## src/rtl/decimal_input_pkg.sv

```systemverilog
// decimal_input_pkg: shared FSM state, widths and times-ten helper for decimal_input
package decimal_input_pkg;
    typedef enum logic {ENTRY, WAIT_ACK} state_t;
    localparam int DATA_WIDTH = 32;
    localparam logic [3:0] BCD_MAX = 4'd9;
    localparam int MULT_TEN_HI = 3;
    localparam int MULT_TEN_LO = 1;
    function automatic logic [DATA_WIDTH-1:0] times_ten_plus(input logic [DATA_WIDTH-1:0] acc, input logic [3:0] d);
        return (acc << MULT_TEN_HI) + (acc << MULT_TEN_LO) + {{(DATA_WIDTH-4){1'b0}}, d};
    endfunction
endpackage

```

## src/rtl/button_debouncer.sv

```systemverilog
// button_debouncer: 2-flop synchronizer plus stability counter, one-cycle event on press
module button_debouncer #(
    parameter int DEBOUNCE_CYCLES = 500000
) (
    input  logic clock,
    input  logic reset,
    input  logic button_n,
    output logic pressed,
    output logic press_event
);
    localparam int CW = $clog2(DEBOUNCE_CYCLES + 1);
    logic [1:0] sync_q, sync_d;
    logic lvl_q, lvl_d, armed_q, armed_d, flip;
    logic [CW-1:0] cnt_q, cnt_d;
    // lvl_q starts "pressed" but disarmed: a button held through reset must be seen released first
    always_comb begin
        sync_d = {sync_q[0], button_n};
        flip = (sync_q[1] != lvl_q) && (cnt_q == CW'(DEBOUNCE_CYCLES - 1));
        cnt_d = (sync_q[1] == lvl_q || flip) ? '0 : cnt_q + CW'(1);
        lvl_d = flip ? sync_q[1] : lvl_q;
        armed_d = armed_q | lvl_q;
    end
    assign pressed = armed_q & ~lvl_q;
    assign press_event = armed_q & lvl_q & flip;
    always_ff @(posedge clock) begin
        if (!reset) begin
            sync_q <= 2'b11;
            lvl_q <= 1'b0;
            armed_q <= 1'b0;
            cnt_q <= '0;
        end else begin
            sync_q <= sync_d;
            lvl_q <= lvl_d;
            armed_q <= armed_d;
            cnt_q <= cnt_d;
        end
    end
endmodule

```

## src/rtl/decimal_input.sv

```systemverilog
// decimal_input: debounced decimal keypad accumulator with valid/ack handoff; DECIMAL_INPUT_NEGATIVE_EN adds sign entry
module decimal_input
    import decimal_input_pkg::*;
#(
    parameter int DEBOUNCE_CYCLES = 500000,
    parameter int MAX_DIGITS = 9
) (
    input  logic                  clock,
    input  logic                  reset,
    input  logic [3:0]            digit,
    input  logic                  enter_n,
    input  logic                  confirm_n,
    input  logic                  clear_n,
`ifdef DECIMAL_INPUT_NEGATIVE_EN
    input  logic                  sign,
    output logic                  entry_negative,
`endif
    input  logic                  data_ack,
    output logic [DATA_WIDTH-1:0] data_out,
    output logic                  data_valid,
    output logic [DATA_WIDTH-1:0] entry_value,
    output logic [3:0]            digit_count,
    output logic                  digit_error
);
    logic enter_ev, confirm_ev, clear_ev;
    logic [2:0] held_unused;
    state_t state_q, state_d;
    logic [DATA_WIDTH-1:0] acc_q, acc_d, dout_q, dout_d, commit;
    logic [3:0] cnt_q, cnt_d;
    logic valid_q, valid_d, err_q, err_d;
    logic neg_q, neg_d, neg_in;

    button_debouncer #(.DEBOUNCE_CYCLES(DEBOUNCE_CYCLES)) u_enter (
        .clock(clock), .reset(reset), .button_n(enter_n), .pressed(held_unused[0]), .press_event(enter_ev));
    button_debouncer #(.DEBOUNCE_CYCLES(DEBOUNCE_CYCLES)) u_confirm (
        .clock(clock), .reset(reset), .button_n(confirm_n), .pressed(held_unused[1]), .press_event(confirm_ev));
    button_debouncer #(.DEBOUNCE_CYCLES(DEBOUNCE_CYCLES)) u_clear (
        .clock(clock), .reset(reset), .button_n(clear_n), .pressed(held_unused[2]), .press_event(clear_ev));

`ifdef DECIMAL_INPUT_NEGATIVE_EN
    assign neg_in = sign;
    assign commit = (sign && acc_q != '0) ? ~acc_q + DATA_WIDTH'(1) : acc_q;
    assign entry_negative = neg_q;
`else
    assign neg_in = 1'b0;
    assign commit = acc_q;
`endif

    always_comb begin
        state_d = state_q;
        acc_d = acc_q;
        cnt_d = cnt_q;
        dout_d = dout_q;
        valid_d = valid_q;
        neg_d = neg_q;
        err_d = 1'b0;
        if (state_q == ENTRY) begin
            if (clear_ev) begin
                acc_d = '0;
                cnt_d = '0;
            end else if (confirm_ev) begin
                dout_d = commit;
                valid_d = 1'b1;
                neg_d = neg_in;
                state_d = WAIT_ACK;
            end else if (enter_ev) begin
                if (digit <= BCD_MAX && cnt_q < 4'(MAX_DIGITS)) begin
                    acc_d = times_ten_plus(acc_q, digit);
                    cnt_d = cnt_q + 4'd1;
                end else begin
                    err_d = 1'b1;
                end
            end
        end else if (data_ack) begin
            // all buttons, clear included, are ignored until the value is taken
            valid_d = 1'b0;
            acc_d = '0;
            cnt_d = '0;
            neg_d = 1'b0;
            state_d = ENTRY;
        end
    end

    always_ff @(posedge clock) begin
        if (!reset) begin
            state_q <= ENTRY;
            acc_q <= '0;
            cnt_q <= '0;
            dout_q <= '0;
            valid_q <= 1'b0;
            neg_q <= 1'b0;
            err_q <= 1'b0;
        end else begin
            state_q <= state_d;
            acc_q <= acc_d;
            cnt_q <= cnt_d;
            dout_q <= dout_d;
            valid_q <= valid_d;
            neg_q <= neg_d;
            err_q <= err_d;
        end
    end

    assign data_out = dout_q;
    assign data_valid = valid_q;
    assign entry_value = acc_q;
    assign digit_count = cnt_q;
    assign digit_error = err_q;
endmodule

```

## config.mk

```make
export PLATFORM = sky130hd
export DESIGN_NAME = decimal_input
export DESIGN_NICKNAME = d
export VERILOG_FILES = /design/src/rtl/decimal_input_pkg.sv /design/src/rtl/button_debouncer.sv /design/src/rtl/decimal_input.sv
export SDC_FILE = /design/constraint.sdc
export NUM_CORES = 1
export LEC_CHECK = 0
export CAP_MARGIN = 30
export CORE_ASPECT_RATIO = 1.1
export CORE_MARGIN = 2
export CORE_UTILIZATION = 45
export DETAILED_ROUTE_END_ITERATION = 8
export DONT_BUFFER_PORTS = 1
export PLACE_DENSITY = 0.7
export SYNTH_ARGS = -nofsm -noshare
export SYNTH_HDL_FRONTEND = slang
export SYNTH_SLANG_ARGS = --single-unit
```

## constraint.sdc

```tcl
create_clock -name clock -period 4.4 [get_ports clock]
set_input_delay 1.32 -clock clock [delete_from_list [all_inputs] [get_ports clock]]
set_output_delay 1.32 -clock clock [all_outputs]
set_load 0.005 [all_outputs]
```

==> insert_results.sql <==
INSERT INTO impl_metrics (metric_group, metric, value, unit) VALUES
('status', 'status', 'completed', ''),
('cells_and_area', 'layout-area-overhead-vs-synth', '10.00', '%'),
('synthesis', 'synth.top_cells.by_area', 'sky130_fd_sc_hd__dfxtp_1, sky130_fd_sc_hd__ha_1, sky130_fd_sc_hd__nand2_1, sky130_fd_sc_hd__xor2_1, sky130_fd_sc_hd__a21boi_1', ''),
('setup_path', 'worst-endpoint-required', '4.72', 'ns'),
('timing', 'rsz0062_at_grt', 'false', ''),
('timing', 'achievable-frequency', '255.6', 'MHz'),
('route', 'routed_wirelength', '16820', 'um'),
('synthesis', 'yosys.area.top_type_share', '37.22', '%'),
('setup_path', 'critical_path_peak_fanout', '3', ''),
('hold_path', 'whs_endpoint', 'u_confirm.sync_q[1]', ''),
('setup_path', 'r2r.worst_path.cells', '12', ''),
('cells_and_area', 'drive_gt1_share', '5.023', '%'),
('cts', 'clock_sinks', '140', ''),
('floorplanning', 'row_count', '49', ''),
('power_and_ir_drop', 'power_per_cell_area', '335.7', 'mW/mm^2'),
('timing', 'drv_slew', '0', ''),
('timing', 'fin_setup_tns', '0', 'ns'),
('synthesis', 'yosysUniqueCellTypes', '60', ''),
('hold_path', 'holdCritPathClass', 'flip-flop to flip-flop', ''),
('route', 'drcViolationCount', '0', ''),
('route', 'vias', '5956', ''),
('setup_path', 'worstPathCellList', 'inv_1 > fa_1 > inv_1 > fa_1 > a211oi_1 > nor2_1 > o31a_1 > or2_1 > a31oi_1 > o21ai_0 > xor2_1 > a41o_1', ''),
('synthesis', 'synth-edff-count', '0', ''),
('place', 'finalWeightedCongestion', '0.8787', ''),
('floorplanning', 'die_width', '127.3', 'um'),
('synthesis', 'synth.net_count', '949', ''),
('route', 'drt_first_pass_iters', '4', ''),
('cts', 'clock_latency', '0.42', 'ns'),
('route', 'antenna_viol_nets_final', '0', ''),
('timing', 'skew', '0.01218', 'ns'),
('setup_path', 'slowest_cell_delay_on_critical_path', '0.52', 'ns'),
('synthesis', 'synth-async-reset-ratio', '0', '%'),
('route', 'avgViaCountPerCell', '5.515', ''),
('setup_path', 'worstReg2RegStart', 'entry_value[0]', ''),
('floorplanning', 'die_span_y', '139.7', 'um'),
('cts', 'cts-htree-levels', '4', ''),
('setup_path', 'setup.reg_to_reg.worst_slack', '0.93', 'ns'),
('global_route', 'grt_use_total', '19.63', '%'),
('cts', 'ctsLongestPathBuffers', '2', ''),
('synthesis', 'ys_top_cells_by_count', 'sky130_fd_sc_hd__dfxtp_1, sky130_fd_sc_hd__nand2_1, sky130_fd_sc_hd__nor2_1', ''),
('setup_path', 'setup.worst_path.start_class', 'input port', ''),
('global_route', 'number_of_antenna_violations_at_the_first_check_in_global_routing', '0', ''),
('setup_path', 'critPathCaptureType', 'flip-flop', ''),
('cells_and_area', 'fin_nets', '938', ''),
('synthesis', 'syn-cell-area', '0.007530', 'sq mm'),
('setup_path', 'crit-reg2reg-capture', 'entry_value[16]', ''),
('global_route', 'vias_in_the_first_global_route', '5717', ''),
('global_route', 'grt_pass1_wl', '28190', 'um'),
('synthesis', 'post-synth-top-area-cell', 'sky130_fd_sc_hd__dfxtp_1', ''),
('cts', 'tritoncts_clock_tree', 'done', ''),
('timing', 'worst_slew_margin_rel', '42.75', '%'),
('global_route', 'maximum_number_of_pins_on_one_net_before_global_route_repair', '79', ''),
('power_and_ir_drop', 'total_leakage_power', '3.389', 'nW'),
('global_route', 'gr-total-overflow', '0', ''),
('setup_path', 'timing.critical_path.buf_inv', '2', ''),
('floorplanning', 'floorplan.initialDensity', '46.00', '%'),
('hold_path', 'timing.hold.worst.start', 'u_confirm.sync_q[0]', ''),
('synthesis', 'postSynthCellCount', '874', ''),
('setup_path', 'cp.arrival', '4.23', 'ns'),
('timing', 'worst_slew_pin_slew', '0.8557', 'ns'),
('setup_path', 'path_delay_family', 'compound AO/OA/AOI/OAI gates', ''),
('floorplanning', 'fp.coreArea', '0.01637', 'sq mm'),
('route', 'drt_iter0_markers', '251', ''),
('run', 'maxCapViolations', '0', ''),
('power_and_ir_drop', 'total_power', '2.781', 'mW'),
('setup_path', 'critical_path_class', 'input port to flip-flop', ''),
('timing', 'hold_viol_final', '0', ''),
('cts', 'path_clk_slew', '0.06', 'ns'),
('synthesis', 'synth.avg_cell_area', '8.615', 'sq um'),
('timing', 'final_period_minus_worst_setup_slack', '3.912', 'ns'),
('floorplanning', 'fp.dieArea', '0.01778', 'sq mm');
[sequential cells by signal (all words and copies together), names as in the netlist, 2 cells and up]
signal and count:
digit_count 4, data_out 32, entry_value 32, u_confirm.sync_q 2, u_confirm.cnt_q 19, u_enter.cnt_q 19
u_clear.cnt_q 19, u_clear.sync_q 2, u_enter.sync_q 2
[logic make-up after synthesis]
group           after synthesis  share of synthesized area [%]
simple gates                359                          23.45
compound gates              171                          15.47
flops                       140                          37.22
xor+xnor                     76                          8.840
mux                           6                         0.7976
fa+ha+maj                    65                          11.00
buf+inv                      57                          3.224
[final cells by class]
class,instances,area (sq um)
Sequential cell,140,2803
Inverter,20,75.07
Clock inverter,11,142.6
Clock buffer,21,460.4
Tap cell,204,255.2
Fill cell,1486,8087
Multi-Input combinational cell,677,4487
Timing Repair Buffer,7,60.06
[where the power goes]
group	switching (mW)	internal (mW)	total [mW]
clock	0.540	0.917	1.46
combinational	0.0209	0.0168	0.0376
sequential	0.00877	1.28	1.29
[layer usage]
layer	vias up	share of wire [%]	global-route usage [%]
li1	3034	-	-
met1	2808	45	24.01
met2	92	49	32.99
met3	22	3.8	5.306
met4	0	1.8	7.172
met5	-	0	0
[metrics by stage]
step | area, sq um | util (%) | std cells | worst slack, ns
2_1_floorplan | 7530 | - | 874 | 0.2817
3_3_place_gp | 7665 | 46.82 | 1047 | 0.1065
3_5_place_dp | 7680 | 46.92 | 1048 | 0.09852
4_1_cts | 8283 | 50.60 | 1080 | 0.5346
5_1_grt | 8283 | 50.60 | 1080 | 0.3533
6_report | 8283 | 50.60 | 1080 | 0.4877
[how the worst max path moves through the flow]
stage / from / endpoint / slack, ns / cells after the start
after floorplan: digit[3] / entry_value[16] / 0.28 / 12
after global placement: digit[3] / entry_value[16] / 0.11 / 12
after detailed placement: digit[3] / entry_value[16] / 0.1 / 12
after CTS: digit[3] / entry_value[16] / 0.53 / 12
after global routing: digit[3] / entry_value[27] / 0.35 / 12
final: digit[3] / entry_value[16] / 0.49 / 12
[cells in the final DEF (no fill, tap or decap), types with 4 or more instances in the layout]
| cell type | netlist | layout |
|---|---|---|
| sky130_fd_sc_hd__nor4_1 | 4 | 4 |
| sky130_fd_sc_hd__a211oi_1 | 6 | 6 |
| sky130_fd_sc_hd__o21ai_0 | 16 | 16 |
| sky130_fd_sc_hd__nor2b_1 | 14 | 13 |
| sky130_fd_sc_hd__buf_4 | 1 | 6 |
| sky130_fd_sc_hd__clkinvlp_4 | 0 | 5 |
| sky130_fd_sc_hd__nand2b_1 | 12 | 12 |
| sky130_fd_sc_hd__a22o_1 | 9 | 9 |
| sky130_fd_sc_hd__and4_1 | 7 | 7 |
| sky130_fd_sc_hd__a21oi_1 | 35 | 35 |
| sky130_fd_sc_hd__mux2i_1 | 6 | 6 |
| sky130_fd_sc_hd__ha_1 | 63 | 63 |
| sky130_fd_sc_hd__nand2_1 | 125 | 125 |
| sky130_fd_sc_hd__a21boi_1 | 45 | 45 |
| sky130_fd_sc_hd__nor4b_1 | 8 | 8 |
| sky130_fd_sc_hd__xor2_1 | 48 | 48 |
| sky130_fd_sc_hd__o211ai_1 | 4 | 4 |
| sky130_fd_sc_hd__clkbuf_16 | 0 | 17 |
| sky130_fd_sc_hd__nor2_1 | 84 | 84 |
| sky130_fd_sc_hd__and3_1 | 13 | 13 |
| sky130_fd_sc_hd__o21ai_1 | 7 | 7 |
| sky130_fd_sc_hd__nand3_1 | 42 | 42 |
| sky130_fd_sc_hd__nor3_1 | 6 | 6 |
| sky130_fd_sc_hd__o21a_1 | 7 | 7 |
| sky130_fd_sc_hd__dfxtp_1 | 140 | 140 |
| sky130_fd_sc_hd__o31ai_1 | 4 | 4 |
| sky130_fd_sc_hd__or3_1 | 5 | 5 |
| sky130_fd_sc_hd__inv_1 | 20 | 20 |
| sky130_fd_sc_hd__and2_1 | 10 | 10 |
| sky130_fd_sc_hd__xnor2_1 | 28 | 28 |
| sky130_fd_sc_hd__nand4_1 | 13 | 13 |
| sky130_fd_sc_hd__a31oi_1 | 5 | 5 |
| sky130_fd_sc_hd__a21o_1 | 9 | 9 |
(Power assumes the default switching activity.)
